File: src/rtl/rs_ff_controller.sv
// Handshaked controller that pulses s or r into an external RS flip-flop,
// then confirms the result through the q feedback with a bounded wait.
module rs_ff_controller #(
    parameter int PULSE_CYC = 2,
    parameter int TIMEOUT   = 3
) (
    input  logic       clk,
    input  logic       rst_n,
    input  logic       set_req,
    input  logic       clr_req,
    input  logic       q,
    output logic       s,
    output logic       r,
    output logic       set_ack,
    output logic       clr_ack,
    output logic       busy,
    output logic       err,
    output logic [7:0] op_cnt
);

    typedef enum logic [1:0] {IDLE, DRIVE, CHECK, ACK} state_t;

    localparam logic [3:0] PULSE_LAST = 4'(PULSE_CYC - 1);
    localparam logic [3:0] TMO_LAST   = 4'(TIMEOUT - 1);

    state_t     r_state;
    logic [3:0] r_pulse_cnt;
    logic [3:0] r_wait_cnt;
    logic       r_op_set;
    logic       r_last_set;

    logic w_any_req;
    logic w_grant_set;
    logic w_q_match;

    // On a tie, the type opposite to the last grant wins.
    assign w_any_req   = set_req | clr_req;
    assign w_grant_set = set_req & (~clr_req | ~r_last_set);
    assign w_q_match   = (q == r_op_set);

    always_ff @(posedge clk) begin
        if (!rst_n) begin
            r_state     <= IDLE;
            r_pulse_cnt <= 4'd0;
            r_wait_cnt  <= 4'd0;
            r_op_set    <= 1'b0;
            r_last_set  <= 1'b0;
            s           <= 1'b0;
            r           <= 1'b0;
            set_ack     <= 1'b0;
            clr_ack     <= 1'b0;
            busy        <= 1'b0;
            err         <= 1'b0;
            op_cnt      <= 8'd0;
        end else begin
            set_ack <= 1'b0;
            clr_ack <= 1'b0;
            case (r_state)
                IDLE: begin
                    if (w_any_req) begin
                        r_state     <= DRIVE;
                        busy        <= 1'b1;
                        err         <= 1'b0;
                        r_op_set    <= w_grant_set;
                        r_last_set  <= w_grant_set;
                        s           <= w_grant_set;
                        r           <= ~w_grant_set;
                        r_pulse_cnt <= 4'd0;
                    end
                end
                DRIVE: begin
                    if (r_pulse_cnt == PULSE_LAST) begin
                        s          <= 1'b0;
                        r          <= 1'b0;
                        r_state    <= CHECK;
                        r_wait_cnt <= 4'd0;
                    end else begin
                        r_pulse_cnt <= r_pulse_cnt + 4'd1;
                    end
                end
                CHECK: begin
                    // Leave on confirmation or once the wait budget is spent.
                    if (w_q_match || (r_wait_cnt == TMO_LAST)) begin
                        r_state <= ACK;
                        err     <= ~w_q_match;
                        set_ack <= r_op_set;
                        clr_ack <= ~r_op_set;
                    end else begin
                        r_wait_cnt <= r_wait_cnt + 4'd1;
                    end
                end
                ACK: begin
                    r_state <= IDLE;
                    busy    <= 1'b0;
                    if (!err) begin
                        op_cnt <= op_cnt + 8'd1;
                    end
                end
                default: r_state <= IDLE;
            endcase
        end
    end

endmodule

File: config.mk
export PLATFORM = sky130hd
export DESIGN_NAME = rs_ff_controller
export DESIGN_NICKNAME = d
export VERILOG_FILES = /design/src/rtl/rs_ff_controller.sv
export SDC_FILE = /design/constraint.sdc
export NUM_CORES = 1
export LEC_CHECK = 0
export BUFFER_PORTS_ARGS = -buffer_cell sky130_fd_sc_hd__buf_4
export CORE_UTILIZATION = 40
export CTS_BUF_LIST = sky130_fd_sc_hd__clkbuf_2 sky130_fd_sc_hd__clkbuf_4 sky130_fd_sc_hd__clkbuf_8
export DETAILED_ROUTE_END_ITERATION = 12
export PLACE_DENSITY = 0.65
export REMOVE_ABC_BUFFERS = 1
export SYNTH_ARGS = -nofsm -noshare
export SYNTH_HDL_FRONTEND = slang
export SYNTH_SLANG_ARGS = --single-unit
export TNS_END_PERCENT = 30
File: constraint.sdc
create_clock -name clk -period 2 [get_ports clk]
set_input_delay 0.2 -clock clk [delete_from_list [all_inputs] [get_ports clk]]
set_output_delay 0.2 -clock clk [all_outputs]
set_load 0.05 [all_outputs]
# Word level (Yosys, flattened, before mapping)
# Cells that the tools add are included.
# totals
register_bits	25
input_bits	5
output_inout_bits	14
elab_cells	68
# classes
n_addsub	3
eq_ne	11
mux	20
bitwise_logic	8
reduce_logical	15
# ops
cell	count
$reduce_and A3 Y1	6
$mux W4	4
$pmux W4 S2	2
$ne A2 B2 Y1 const B	5
$add A4 B1 Y4 const B	2
$add A8 B1 Y8 const B	1
$pmux W1 S2	4
$pmux W2 S4	1
$reduce_bool A2 Y1	4
$mux W1	6
$mux W2	3
$reduce_and A2 Y1	3
$not A1 Y1	5
$eq A2 B2 Y1 const B	2
$eq A4 B1 Y1 const B	1
$eq A4 B2 Y1 const B	1
$eq A2 B1 Y1 const B	1
$logic_not A2 Y1	1
$or A1 B1 Y1	2
$and A1 B1 Y1	1
$eq A1 B1 Y1	1
$logic_or A1 B1 Y1	1

# Longest topological paths before layout
# logic_depth
depth_word	6
ltp_mapped	7
depth_no_buf	6

# Worst setup path after synthesis
# OpenSTA, ideal clock, no wires.
# synth_path
path_type	register to register
startpoint	register r_state[0]
endpoint	register r_pulse_cnt[3]
setup_time_ps	123
arrival_ps	1457
required_ps	1877
slack_ps	420
stages_incl_launch_ff	7
path_buffers	0
synth_period_minus_slack_ps	1580
path_cell_list	dfxtp_1 inv_1 ha_1 nor3b_4 a211oi_2 a21boi_0 o21ai_0
# synth_via
elab_chain_cells	3
word_cells_on_any_way	7
classes_between	eq/ne (3); mux (1); reduce/logical (3)
# synth_rtl
element	line_no	text
from (decl)	26	state_t r_state;
from (signal assigned)	43	r_state <= IDLE;
from (signal assigned)	61	r_state <= DRIVE;
from (signal assigned)	75	r_state <= CHECK;
$eq A2 B1 Y1 or $logic_not A2 Y1 (tied branches)	58	case (r_state)
$ne A2 B2 Y1 (no source line) or $reduce_bool A2 Y1 (tied branches)	--	
$reduce_and A3 Y1 (no source line)	--	
to (signal assigned)	78	r_pulse_cnt <= r_pulse_cnt + 4'd1;
to (decl)	27	logic [3:0] r_pulse_cnt;
# Parallel ways exist; a longest one is shown, timed or not.
# A chain may end at the register's enable or synchronous reset.

# Worst setup path in the final report
# Same ends and word-level chain as after synthesis.

==> flow_summary.yaml <==
placed_design:
  gp_congestion: 0.763
  buffer_ports.inserted: 18
  hpwl_mm: 2.06
grt:
  grt_start_max_net_pins: 15
  grt_first_pass_wirelength_mm: 4.51
  number_of_global_route_vias_before_repair: 1052
  initial_antenna_violation_count: 0
  grt-ovfl-total: 0
  total_routing_usage_reported_by_global_routing: 0.170
cts:
  numCtsBuffers: 3
  cts.reportedPaths.clkPinSlew_ns: 0.13
  clk_latency_ns: 0.32
  post_cts.repair.setup_buffers: 0
  clock_path_buffers: 2
  cts.htree.levels: 1
  cts-hold-fix-buffers: 0
  clockRootBuffer: "sky130_fd_sc_hd__clkbuf_4"
  cts_tree: "yes"
  cts_repair_resize_count: 0
  clock_sink_count: 25
outcome:
  outcome: "finished, final reports clean"
timing:
  rsz0062_at_grt: "no"
  clock-skew-final_ns: 0.00264
  fin_crit_ns: 1.76
  relSlewSlack: 0.690
  fin_setup_tns_ns: 0
  max_clock_freq_mhz: 568
  hold_violations: 0
  setup_violations: 0
  hold_slack_ns: 0.122
  slew_viol_final: 0
  worst_margin_slew_ns: 0.464
  final.period_utilization: 0.881
routing:
  drt_drc_violations_left: 0
  vias: 1119
  antenna_violating_nets_post_route: 0
  routedWlPerCell_um: 12.3
  pre_antenna_drt_iters: 5
  via_per_inst: 5.33
  dr.first_iter.drc_count: 74
  postRouteWirelength_mm: 2.59
final_layout:
  mostFrequentLayoutCell: "sky130_fd_sc_hd__dfxtp_1"
  area_growth_pct: 17.0
  nFillCells: 316
  layout-drive-gt1-share: 0.211
  num_antenna_cells: 0
  layout_common_cells: "25 x sky130_fd_sc_hd__dfxtp_1, 21 x sky130_fd_sc_hd__buf_4, 15 x sky130_fd_sc_hd__nor2_1, 14 x sky130_fd_sc_hd__nand2_1, 9 x sky130_fd_sc_hd__ha_1"
  finish.net_count: 181
floorplan:
  core_area_um2: 3100
  die_h_um: 59.4
  ios: 19
  initial_utilization: 0.425
  die_area_um2: 3530
  placement_rows: 20
  dieWidth_um: 59.4
pwr:
  ir_worst_vdd_mv: 0.499
  cellLeakagePower_nw: 0.608
  powerDensity_nw_per_um2: 1090
worst_setup_path:
  r2r.worst_path.cells: 6
  crit_path_end: "r_pulse_cnt[3]$_SDFFE_PN0P_"
  setup.worst_path.class: "register to register"
  worstReg2RegStart: "r_state[0]$_SDFFE_PN0P_"
  rr_endpoint: "r_pulse_cnt[3]$_SDFFE_PN0P_"
  timing.reg2reg.setup_slack_ns: 0.24
  crit_arrival_ns: 1.98
  timing.critical_path.fanout_max: 8
  cp.required_ns: 2.22
  critical_path.startpoint: "r_state[0]$_SDFFE_PN0P_"
  end_kind: "register"
  worst_setup_path_start_kind: "register"
logic_synthesis:
  yosys.area.top_type_share: 0.379
  syn-instance-count: 145
  synth.distinct_cells: 42
  yosysWarningCount: 0
  ys_top_cells_by_area: "sky130_fd_sc_hd__dfxtp_1 38%, sky130_fd_sc_hd__ha_1 8.5%, sky130_fd_sc_hd__nor2_1 4.3%, sky130_fd_sc_hd__nand2_1 4.0%, sky130_fd_sc_hd__o21ai_0 3.0%"
  syn-mean-instance-area_um2: 9.10
  synth_seq_cells: 25
  ys_seq_area_frac: 0.379
  synth_top_cell_by_area: "sky130_fd_sc_hd__dfxtp_1"
  syn-cell-area_um2: 1320
min_path:
  hold_path.class: "primary input to register"
job:
  maxCapViolCount: 0
## Yosys cell counts
cell / count
sky130_fd_sc_hd__a311oi_1: 1
sky130_fd_sc_hd__ha_1: 9
sky130_fd_sc_hd__inv_1: 7
sky130_fd_sc_hd__nor3b_1: 3
sky130_fd_sc_hd__mux2i_1: 3
sky130_fd_sc_hd__or3b_4: 1
sky130_fd_sc_hd__and4_1: 1
sky130_fd_sc_hd__or2_2: 1
sky130_fd_sc_hd__dfxtp_1: 25
sky130_fd_sc_hd__a21boi_0: 2
sky130_fd_sc_hd__xnor2_1: 4
sky130_fd_sc_hd__xor2_1: 3
sky130_fd_sc_hd__nor3b_2: 1
sky130_fd_sc_hd__or4_1: 1
sky130_fd_sc_hd__or3_1: 1
sky130_fd_sc_hd__and3_1: 1
sky130_fd_sc_hd__a21bo_2: 1
sky130_fd_sc_hd__nor2b_1: 2
sky130_fd_sc_hd__nand3b_1: 2
sky130_fd_sc_hd__o21ai_0: 8
sky130_fd_sc_hd__nand3_1: 3
sky130_fd_sc_hd__nand2_1: 14
sky130_fd_sc_hd__buf_4: 1
sky130_fd_sc_hd__nor3_1: 4
sky130_fd_sc_hd__nor3b_4: 1
sky130_fd_sc_hd__a21oi_1: 5
sky130_fd_sc_hd__clkbuf_1: 3
sky130_fd_sc_hd__a2111oi_4: 1
sky130_fd_sc_hd__nor2_2: 1
sky130_fd_sc_hd__o31ai_1: 1
sky130_fd_sc_hd__o211ai_1: 2
sky130_fd_sc_hd__o32ai_1: 1
sky130_fd_sc_hd__o211a_1: 1
sky130_fd_sc_hd__a31oi_1: 2
sky130_fd_sc_hd__a22o_1: 1
sky130_fd_sc_hd__nand2b_1: 2
sky130_fd_sc_hd__xnor2_2: 1
sky130_fd_sc_hd__nand4_1: 4
sky130_fd_sc_hd__a211oi_1: 3
sky130_fd_sc_hd__a211oi_2: 1
sky130_fd_sc_hd__nor2_1: 15
sky130_fd_sc_hd__a221oi_2: 1
## cell type report
cell class	count	area, um2	share of cell area
flip-flops and latches	25	500	0.324
inverters	7	26.3	0.0170
clock buffers	4	30.0	0.0194
repair buffers	21	158	0.102
well taps	44	55.1	0.0357
multi-input cells	109	774	0.502
## flip-flops by register name (all words and copies together), names as in the netlist
register	cells
busy	1
clr_ack	1
err	1
op_cnt	8
r	1
r_last_set	1
r_pulse_cnt	4
r_state	2
r_wait_cnt	4
s	1
set_ack	1
## report_power, final
part	internal (mW)	switching, mW	total (mW)
Sequential	0.572	0.0663	0.638
Combinational	0.330	0.476	0.806
Clock	0.0916	0.148	0.240
Total	0.993	0.690	1.68
## logic make-up after synthesis
logic type | count (synthesis) | synth area share
muxes | 3 | 0.0227
and+or+nand+nor | 58 | 0.239
adders and majority gates | 9 | 0.0853
DFF | 25 | 0.379
buffers and inverters | 11 | 0.0341
xor gates and xnor gates | 8 | 0.0588
AOI/OAI and AO/OA | 31 | 0.181
## worst max-delay path, cell delays in order, from the launching register on
cell,delay [ns]
sky130_fd_sc_hd__dfxtp_1,0.40
sky130_fd_sc_hd__inv_1,0.08
sky130_fd_sc_hd__ha_1,0.29
sky130_fd_sc_hd__nor3b_4,0.22
sky130_fd_sc_hd__a211oi_2,0.38
sky130_fd_sc_hd__a21boi_0,0.21
sky130_fd_sc_hd__o21ai_0,0.09
## worst min-delay path by stage
stage	startpoint	end	slack [ns]	cells past startpoint
3_3_place_gp	r$_SDFFE_PN0P_	r$_SDFFE_PN0P_	0.46	2
5_1_grt	clr_req	r_last_set$_SDFFE_PN0P_	0.10	2
2_1_floorplan	clr_req	r_last_set$_SDFFE_PN0P_	0.32	1
3_5_place_dp	s$_SDFFE_PN0P_	s$_SDFFE_PN0P_	0.46	1
6_report	clr_req	r_last_set$_SDFFE_PN0P_	0.12	2
4_1_cts	clr_req	r_last_set$_SDFFE_PN0P_	0.11	2
## per-layer routing
metal | global-route usage | wire [um]
met1 | 0.194 | 1080
met2 | 0.311 | 1370
met3 | 0.0262 | 98
met4 | 0.0714 | 42
met5 | 0 | 0
## metrics by stage
step / total power, mW / utilization / cells / setup WS [ns] / instance area (um2)
after floorplan: 1.25 / - / 141 / 0.359 / 1300
after detailed placement: 1.46 / 0.488 / 206 / 0.251 / 1510
after global placement: 1.44 / 0.488 / 206 / 0.309 / 1510
final: 1.68 / 0.498 / 210 / 0.238 / 1540
after global routing: 1.83 / 0.498 / 210 / 0.0241 / 1540
after CTS: 1.70 / 0.498 / 210 / 0.229 / 1540
Note: power is estimated with default switching activity, not from simulation.
